<file path="src/rtl/fetch_if.sv">
// Fetch-stage bundle: ROM port, hazard/decode controls and IF/ID outputs.
// master = fetch stage, slave = ROM/decode/hazard side.
interface fetch_if #(
    parameter int IMEM_AW = 8
);
    logic [IMEM_AW-1:0] imem_addr;
    logic [31:0]        imem_data;
    logic               stall;
    logic               is_jump;
    logic               branch_taken;
    logic [29:0]        pc;
    logic [31:0]        id_instr;
    logic [29:0]        id_pc_plus1;
    logic               id_valid;
    logic [15:0]        squash_count;

    modport master (
        output imem_addr, pc, id_instr,
        output id_pc_plus1, id_valid, squash_count,
        input  imem_data, stall, is_jump, branch_taken
    );

    modport slave (
        input  imem_addr, pc, id_instr,
        input  id_pc_plus1, id_valid, squash_count,
        output imem_data, stall, is_jump, branch_taken
    );
endinterface

</file>
<file path="src/rtl/fetch_stage.sv">
// Instruction fetch with IF/ID register, 1-bubble redirect on
// jump/taken branch resolved in decode, and stall hold.
module fetch_stage #(
    parameter logic [29:0] RESET_PC = 30'd0,
    parameter int          IMEM_AW  = 8
) (
    input logic     clk,
    input logic     reset,
    fetch_if.master bus
);
    logic [29:0] r_pc;
    logic [31:0] r_id_instr;
    logic [29:0] r_id_pc_plus1;
    logic        r_id_valid;
    logic [15:0] r_squash_count;

    logic [29:0] w_br_tgt;
    logic [29:0] w_jmp_tgt;
    logic [29:0] w_target;
    logic        w_redirect;

    assign w_br_tgt  = r_id_pc_plus1
                     + {{14{r_id_instr[15]}}, r_id_instr[15:0]};
    assign w_jmp_tgt = {r_id_pc_plus1[29:26], r_id_instr[25:0]};
    assign w_target  = bus.is_jump ? w_jmp_tgt : w_br_tgt;
    assign w_redirect = r_id_valid & ~bus.stall
                      & (bus.is_jump | bus.branch_taken);

    always_ff @(posedge clk) begin
        if (reset) begin
            r_pc           <= RESET_PC;
            r_id_instr     <= 32'h0;
            r_id_pc_plus1  <= 30'd0;
            r_id_valid     <= 1'b0;
            r_squash_count <= 16'd0;
        end else if (bus.stall) begin
            r_pc           <= r_pc;
        end else if (w_redirect) begin
            // wrong-path word fetched this cycle is dropped
            r_pc           <= w_target;
            r_id_instr     <= 32'h0;
            r_id_pc_plus1  <= 30'd0;
            r_id_valid     <= 1'b0;
            r_squash_count <= r_squash_count + 16'd1;
        end else begin
            r_pc           <= r_pc + 30'd1;
            r_id_instr     <= bus.imem_data;
            r_id_pc_plus1  <= r_pc + 30'd1;
            r_id_valid     <= 1'b1;
        end
    end

    assign bus.imem_addr    = r_pc[IMEM_AW-1:0];
    assign bus.pc           = r_pc;
    assign bus.id_instr     = r_id_instr;
    assign bus.id_pc_plus1  = r_id_pc_plus1;
    assign bus.id_valid     = r_id_valid;
    assign bus.squash_count = r_squash_count;
endmodule

</file>
<file path="src/flat_wrapper.sv">
// flat-port wrapper written by rule: the top's interface ports become plain ports
module fetch_stage_flat 
#(
    parameter logic [29:0] RESET_PC = 30'd0,
    parameter int          IMEM_AW  = 8
)
  (clk, reset, bus_imem_addr, bus_pc, bus_id_instr, bus_id_pc_plus1, bus_id_valid, bus_squash_count, bus_imem_data, bus_stall, bus_is_jump, bus_branch_taken);
  fetch_if #(.IMEM_AW(IMEM_AW)) bus_i ();
  input logic clk;
  input logic reset;
  output wire logic [$bits(bus_i.imem_addr)-1:0] bus_imem_addr;
  output wire logic [$bits(bus_i.pc)-1:0] bus_pc;
  output wire logic [$bits(bus_i.id_instr)-1:0] bus_id_instr;
  output wire logic [$bits(bus_i.id_pc_plus1)-1:0] bus_id_pc_plus1;
  output wire logic [$bits(bus_i.id_valid)-1:0] bus_id_valid;
  output wire logic [$bits(bus_i.squash_count)-1:0] bus_squash_count;
  input wire logic [$bits(bus_i.imem_data)-1:0] bus_imem_data;
  input wire logic [$bits(bus_i.stall)-1:0] bus_stall;
  input wire logic [$bits(bus_i.is_jump)-1:0] bus_is_jump;
  input wire logic [$bits(bus_i.branch_taken)-1:0] bus_branch_taken;
  assign bus_imem_addr = bus_i.imem_addr;
  assign bus_pc = bus_i.pc;
  assign bus_id_instr = bus_i.id_instr;
  assign bus_id_pc_plus1 = bus_i.id_pc_plus1;
  assign bus_id_valid = bus_i.id_valid;
  assign bus_squash_count = bus_i.squash_count;
  assign bus_i.imem_data = bus_imem_data;
  assign bus_i.stall = bus_stall;
  assign bus_i.is_jump = bus_is_jump;
  assign bus_i.branch_taken = bus_branch_taken;
  fetch_stage #(.RESET_PC(RESET_PC), .IMEM_AW(IMEM_AW)) u_core (.clk(clk), .reset(reset), .bus(bus_i));
endmodule
</file>
<file path="config.mk">
export PLATFORM = sky130hd
export DESIGN_NAME = fetch_stage_flat
export DESIGN_NICKNAME = d
export VERILOG_FILES = /design/src/rtl/fetch_if.sv /design/src/rtl/fetch_stage.sv /design/src/flat_wrapper.sv
export SDC_FILE = /design/constraint.sdc
export NUM_CORES = 1
export LEC_CHECK = 0
export ABC_AREA = 1
export CAP_MARGIN = 20
export CORE_MARGIN = 2
export CORE_UTILIZATION = 36
export CTS_CLUSTER_SIZE = 16
export DETAILED_ROUTE_END_ITERATION = 6
export GPL_TIMING_DRIVEN = 0
export PLACE_DENSITY = 0.63
export SYNTH_ARGS = -nofsm -noshare
export SYNTH_HDL_FRONTEND = slang
export SYNTH_SLANG_ARGS = --single-unit
</file>
<file path="constraint.sdc">
create_clock -name clk -period 5.1 [get_ports clk]
set_input_delay 1.02 -clock clk [delete_from_list [all_inputs] [get_ports clk]]
set_output_delay 1.02 -clock clk [all_outputs]
set_load 0.01 [all_outputs]
</file>
# After elaboration in Yosys (flattened, before gate mapping)
# Index checks and enable logic that the tools add are counted.
[totals]
output_inout_bits = 117
register_bits = 109
inputBits = 37
wordCells = 18
[op_classes]
n_mux = 5
n_reduce_logical = 1
bitwise = 4
add_sub_neg = 3
[ops]
columns = ["op", "count"]
rows = [
  ["two-way mux 30 bit", 3],
  ["two-way mux 32 bit", 1],
  ["adder 30 x 1 -> 30 bit, second input constant", 1],
  ["adder 30 bit", 1],
  ["adder 16 x 1 -> 16 bit, second input constant", 1],
  ["bitwise AND 1 bit", 2],
  ["AND reduction 2 bit", 1],
  ["two-way mux 1 bit", 1],
  ["inverter 1 bit", 1],
  ["OR 1 bit", 1],
]

# Longest topological paths before layout
# Gate-level depths: netlist (run 1).
[depth]
depth_word = 4
depth_mapped = 15
mapped_depth_nobuf = 15

# Least setup slack after synthesis (run 1)
# No wires, ideal clock.
[synth_path]
path_kind = "input port to flip-flop"
startpoint = "in bus_is_jump"
endpoint = "reg u_core.r_squash_count[15] (netlist: u_core.bus.squash_count[15])"
n_path_buf = 1
setup_time_ps = 113
stages = 12
t_arrival_ps = 2120
t_required_ps = 4987
setup_slack_ps = 2867
cell_sequence = "buf_4 nor2_2 nor2_8 nand2_4 nor2_8 nand2_4 nor2_4 nand3_2 nor2_4 nand4_2 o21ai_1 nor2_1"
[synth_between]
elab_chain_len = 3
[synth_rtl]
columns = ["item", "line_no", "text"]
rows = [
  ["start: declaration", "flat_wrapper.sv:19", "input wire logic [$bits(bus_i.is_jump)-1:0] bus_is_jump;"],
  ["OR 1 bit", "fetch_stage.sv:27", "& (bus.is_jump | bus.branch_taken);"],
  ["bitwise AND 1 bit", "fetch_stage.sv:27", ""],
  ["AND reduction 2 bit (no line)", "n/a", ""],
  ["end signal: assignment", "fetch_stage.sv:44", "r_squash_count <= r_squash_count + 16'd1;"],
  ["end: declaration", "fetch_stage.sv:15", "logic [15:0] r_squash_count;"],
]
# No other way between the ends.
# A chain may end at the register's enable or synchronous reset.

# Worst setup path in the final report (run 1)
[layout_path]
startpoint = "reg u_core.r_id_instr[15] (netlist: u_core.bus.id_instr[15])"
endpoint = "out bus_id_instr[15]"
[layout_rtl]
columns = ["item", "line_no", "text"]
rows = [
  ["start: declaration", "fetch_stage.sv:12", "logic [31:0] r_id_instr;"],
  ["start signal: assignment", "fetch_stage.sv:47", "r_id_instr <= bus.imem_data;"],
  ["end: declaration", "flat_wrapper.sv:13", "output wire logic [$bits(bus_i.id_instr)-1:0] bus_id_instr;"],
]
# No word-level cell between the ends.

==> impl_metrics.yaml, run 1 <==
yosys:
  syn_inst: 1184
  yosysSeqAreaShare_pct: 29.8
  syn_avg_cell_area_um2: 6.18
  async_flop_share_pct: 0
  ys_types: 43
  synth_area_um2: 7310
  synthFlopType: "dfxtp_1"
  yosysWarnings: 0
  ys_ff_latch: 109
  syn_nets: 1253
  synth_edf_count: 0
critical_path:
  crit_path_max_incr_delay_ns: 0.88
  crit_family: "flip-flops"
  crit_type: "reg -> out"
  cp_cell_sequence: "clkdlybuf4s50_1"
  arrival_ns: 1.93
  critPathMaxFanout: 18
  crit_path_end_kind: "output port"
  cp_data_required_time_ns: 4.08
  cp_num_buf_inv: 1
  start_kind: "flip-flop"
  startpoint: "u_core.bus.id_instr[15]"
  slowest_stage: "dfxtp_1"
  regToRegStartpoint: "u_core.bus.id_instr[15]"
floorplanning:
  die_h_um: 147
  start_util_pct: 36.4
  core_um2: 20100
  die_area_um2: 21500
  ios: 154
  num_rows: 52
  die_w_um: 147
route:
  met1Wirelength_mm: 12.4
  top_layer: "met4"
  drt-vias-per-instance: 5.20
  drc: 0
  wl_met2_mm: 11.8
  routedWlPerCell_um: 17.0
  ant_nets: 0
  drt_iter0_drc: 771
  wl_met3_mm: 2.39
  vias: 8437
  wirelength_mm: 27.6
  firstDrtPassIters: 6
pwr:
  p_comb_share_pct: 19.6
  internal_power_mw: 1.41
  p_clk_share_pct: 34.2
  power.density_nw_per_um2: 218
  p_switching_mw: 0.643
  p_sw_share_pct: 31.3
  p_seq_share_pct: 46.1
  leakage_nw: 4.11
  max-vdd-ir-drop_v: 0.000156
clock_tree:
  cts_buffers: 9
  cts.reportedPaths.clkPinSlew_ns: 0.08
  htree_levels: 3
  post_cts_buffers: 0
  cts_tree: "done"
  clk_latency_ns: 0.36
  ctsHoldBuffers: 0
  post_cts_resized: 0
  clockBufferDepth: 2
  cts_root_buffer: "clkbuf_16"
  numClockSinks: 109
global_routing:
  grt_max_degree: 21
  grt_pass1_vias: 7669
  grt_first_pass_wirelength_mm: 42.4
  grt_overflow: 0
  gr-usage-all-layers_pct: 25.3
  antenna_found_initial: 0
timing:
  hold_viol_final: 0
  skew_ns: 0.0149
  max_slew_margin_pct: 43.1
  fin_crit_sh_pct: 57.8
  rsz0062_at_grt: "false"
  period_minus_slack_ns: 2.95
  worstMarginPinSlew_ns: 0.852
  setup_viol: 0
  slew_violations: 0
  fmax_mhz: 339
  fin_setup_tns_ns: 0
job:
  maxCapViolCount: 0
cells_and_area:
  nNetsFinal: 1415
  antennaDiodeCount: 0
  final_cells: 1621
  synthToLayoutAreaGrowth_pct: 29.3
  layout-drive-gt1-share_pct: 4.22
worst_hold_path:
  min_path_type: "reg -> reg"
  worstHoldStart: "u_core.bus.id_instr[31]"
placement:
  placedCellCount: 1605
  dp_hpwl_mm: 22.3
  portBuffers: 151
  gp_congestion: 1.00
run_status:
  status: "completed"
==> cells by family (layout without fill, tap and decap cells) <==
| group | after synthesis | in the layout | synth area share (%) |
|---|---|---|---|
| AND/OR/NAND/NOR | 630 | 630 | 37.0 |
| AO/OA/AOI/OAI | 207 | 207 | 15.2 |
| buffers and inverters | 190 | 357 | 10.4 |
| flip-flops | 109 | 109 | 29.8 |
| adder cells (fa/ha/maj) | 32 | 32 | 5.58 |
| XOR/XNOR | 16 | 16 | 1.92 |
==> per-stage QoR <==
step	util [%]	hold WS [ns]	setup WS [ns]	cell area, µm²	power, mW
detailed placement	45.6	0.457	2.03	9160	1.37
CTS	47.0	0.468	2.15	9460	2.07
floorplan	-	0.490	2.87	7310	1.16
finish	47.0	0.467	2.15	9460	2.06
global route	47.0	0.500	2.05	9460	2.15
global placement	45.6	0.452	2.05	9160	1.36
==> flip-flops by register name, summed over array words and instances, names as in the netlist <==
register                 cells
u_core.bus.id_pc_plus1      30
u_core.bus.squash_count     16
u_core.bus.id_instr         32
u_core.bus.pc               30
u_core.bus.id_valid          1
==> synth_stat cells, types with 8 or more instances <==
library cell | n | area [µm²]
a21oi_1 | 109 | 546
buf_4 | 10 | 75.1
clkbuf_1 | 27 | 101
dfxtp_1 | 109 | 2180
ha_1 | 31 | 388
inv_1 | 141 | 529
nand2_1 | 346 | 1300
nand3_1 | 80 | 400
nand4_1 | 17 | 106
nor2_1 | 136 | 510
nor3_1 | 16 | 80.1
o211ai_1 | 9 | 67.6
o21ai_0 | 65 | 325
xnor2_1 | 8 | 70.1
xor2_1 | 8 | 70.1
==> power groups by stage <==
stage	registers (mW)	clock network (mW)	logic, mW
5_1_grt	0.954	0.754	0.440
3_5_place_dp	0.968	0	0.400
2_1_floorplan	0.962	0	0.201
6_report	0.949	0.704	0.404
3_3_place_gp	0.968	0	0.396
4_1_cts	0.949	0.719	0.402
==> final cells by class <==
cell class | instances | area, µm²
Fill cell | 2135 | 10600
Tap cell | 270 | 338
Clock inverter | 6 | 67.6
Sequential cell | 109 | 2180
Inverter | 143 | 537
Timing Repair Buffer | 151 | 1510
Clock buffer | 10 | 229
Multi-Input combinational cell | 885 | 4370
Buffer | 47 | 223
==> final timing paths <==
check | endpoint | slack, ns | cells past startpoint
worst min register to register | u_core.bus.id_instr[31] | 0.47 | 2
worst max-delay path | bus_id_instr[15] | 2.15 | 1
worst min-delay path | u_core.bus.id_instr[31] | 0.47 | 2
worst max register to register | u_core.bus.pc[16] | 2.41 | 13
==> routing by layer <==
| layer | GRT usage, % | vias up |
|---|---|---|
| li1 | - | 4146 |
| met1 | 35.2 | 3838 |
| met2 | 39.0 | 395 |
| met3 | 5.22 | 58 |
| met4 | 8.83 | 0 |
| met5 | 0 | - |
==> cell usage in the layout, fill, tap and decap left out, drive strengths merged, types with 6 or more instances in the layout <==
cell type / n
ha: 31
clkdlybuf4s50: 151
nand4: 18
buf: 20
nand3: 82
a21oi: 109
inv: 145
xnor2: 8
or2: 6
clkbuf: 37
nor2: 144
nand2: 348
dfxtp: 109
o21ai: 66
o211ai: 9
xor2: 8
nor3: 21
Power figures use the tool's default switching activity.
==> run 2, diff against run 1 <==
==> constraint.sdc (replaced) <==
create_clock -name clk -period 2.9 [get_ports clk]
set_input_delay 0.58 -clock clk [delete_from_list [all_inputs] [get_ports clk]]
set_output_delay 0.58 -clock clk [all_outputs]
set_load 0.01 [all_outputs]
==> run 2 against run 1 <==
Against the previous run:
- via count barely moved
- critical endpoint is now u_core.bus.pc[16]
- clock power is 76% higher
- clock-buffer cell count stayed put
- highest routed layer unchanged
- design area barely moved
- cell count is the same
- sequential cell count did not move
==> impl_metrics.yaml, run 2 (synthesis results as in run 1) <==
pwr:
  leakage_nw: 4.11
  p_total_mw: 3.62
  power.density_nw_per_um2: 383
  p_sw_share_pct: 31.3
  max-vdd-ir-drop_v: 0.000275
  internal_power_mw: 2.49
  p_clk_share_pct: 34.3
  p_seq_share_pct: 46.1
  p_switching_mw: 1.13
  p_comb_share_pct: 19.6
critical_path:
  crit_path_max_incr_delay_ns: 0.45
  critPathMaxFanout: 4
  cp_data_required_time_ns: 3.16
  crit_path_end_kind: "flip-flop"
  start_kind: "flip-flop"
  crit_type: "reg -> reg"
  cp_cell_sequence: "ha_1 > fa_1 > nand3_1 > nand3_1 > nand2_1 > nand2_1 > nand2_1 > nand2_1 > nand2_1 > nand2_1 > o21ai_0 > nand3_1 > nand2_1 > inv_1"
  path_common_cell: "nand2_1"
  slowest_stage: "fa_1"
  arrival_ns: 2.76
clock_tree:
  numClockSinks: 109
  post_cts_buffers: 0
  cts.reportedPaths.clkPinSlew_ns: 0.08
  htree_levels: 3
  cts_tree: "done"
  clk_latency_ns: 0.36
  cts_buffers: 9
  clockBufferDepth: 2
  ctsHoldBuffers: 0
  cts_root_buffer: "clkbuf_16"
cells_and_area:
  seq_area_um2: 2180
  largest_register_ffs: 32
  nNetsFinal: 1415
  antennaDiodeCount: 0
  layout_commonest_cell: "nand2_1"
  utilization_pct: 47.1
  stdcell_area_um2: 9460
  final_cells: 1621
  nFillCells: 2134
  layout-drive-gt1-share_pct: 4.29
  multi_input_area_um2: 4370
  mostFrequentLayoutCells: "nand2_1, clkdlybuf4s50_1, inv_1"
  synthToLayoutAreaGrowth_pct: 29.4
timing:
  worstMarginPinSlew_ns: 0.739
  skew_ns: 0.0152
  whs_ns: 0.467
  max_slew_margin_pct: 50.8
  hold_viol_final: 0
  rsz0062_at_grt: "false"
  slew_violations: 0
  fin_crit_sh_pct: 86.4
  fmax_mhz: 399
  fin_setup_tns_ns: 0
  setup_slack_ns: 0.394
  period_minus_slack_ns: 2.51
  setup_viol: 0
route:
  firstDrtPassIters: 6
  vias: 8441
  routedWlPerCell_um: 17.0
  wirelength_mm: 27.6
  drt-vias-per-instance: 5.21
  drt_iter0_drc: 771
  ant_nets: 0
  drc: 0
run_status:
  status: "completed"
floorplanning:
  start_util_pct: 36.4
  die_h_um: 147
  die_w_um: 147
  core_um2: 20100
  ios: 154
  die_area_um2: 21500
  num_rows: 52
global_routing:
  grt_overflow: 0
  grt_max_degree: 21
  grt_pass1_vias: 7669
  grt_first_pass_wirelength_mm: 42.4
  antenna_found_initial: 0
  gr-usage-all-layers_pct: 25.3
placement:
  placed_area_um2: 9160
  gp_congestion: 1.00
  dp_slack_ns: 0.275
  placedCellCount: 1605
  portBuffers: 151
  dp_hpwl_mm: 22.3
worst_hold_path:
  min_path_type: "reg -> reg"
job:
  maxCapViolCount: 0
-- run 2: cell counts in the layout (fill, tap and decap cells not counted) --
No cell type changed its count.
-- run 2: worst paths after layout --
check                                          startpoint                       to  cells after the start  slack [ns]
worst max-delay path            u_core.bus.id_pc_plus1[0]        u_core.bus.pc[16]                     14        0.39
worst min-delay path              u_core.bus.id_instr[31]  u_core.bus.id_instr[31]                      2        0.47
worst max register to register  u_core.bus.id_pc_plus1[0]        u_core.bus.pc[16]                     14        0.39
worst min register to register    u_core.bus.id_instr[31]  u_core.bus.id_instr[31]                      2        0.47
-- run 2: final cells by class --
class / instances / area share, %
multi-input cells: 885 / 46.2
flip-flops and latches: 109 / 23.1
repair buffers: 151 / 16.0
inverters: 143 / 5.67
well taps: 270 / 3.57
clock buffers: 10 / 2.42
plain buffers: 47 / 2.35
clock inverters: 6 / 0.714
-- run 2: critical path: cells and delay by family, from the launching register on --
kind	cells	cell delay (ns)
adders and majority gates	2	0.68
buffers and inverters	1	0.05
DFF	1	0.34
and+or+nand+nor	10	0.95
AOI/OAI and AO/OA	1	0.38
-- run 2: routing by layer --
| metal | global-route usage [%] | up-vias | wire [µm] |
|---|---|---|---|
| met5 | 0 | - | 0 |
| met4 | 8.83 | 0 | 918 |
| met3 | 5.22 | 58 | 2340 |
| met2 | 39.0 | 387 | 11800 |
| met1 | 35.2 | 3849 | 12500 |
| li1 | - | 4147 | - |
-- run 2: power groups by stage --
stage,Combinational [mW],Clock (mW),Sequential (mW)
finish,0.711,1.24,1.67
global route,0.774,1.33,1.68
CTS,0.708,1.26,1.67
detailed placement,0.703,0,1.70
global placement,0.697,0,1.70
floorplan,0.353,0,1.69
-- run 2: repair_timing --
item                                   CTS  global route
setup endpoints to repair                0             1
endpoints found under the hold margin    0             0
resized for setup                        0             1
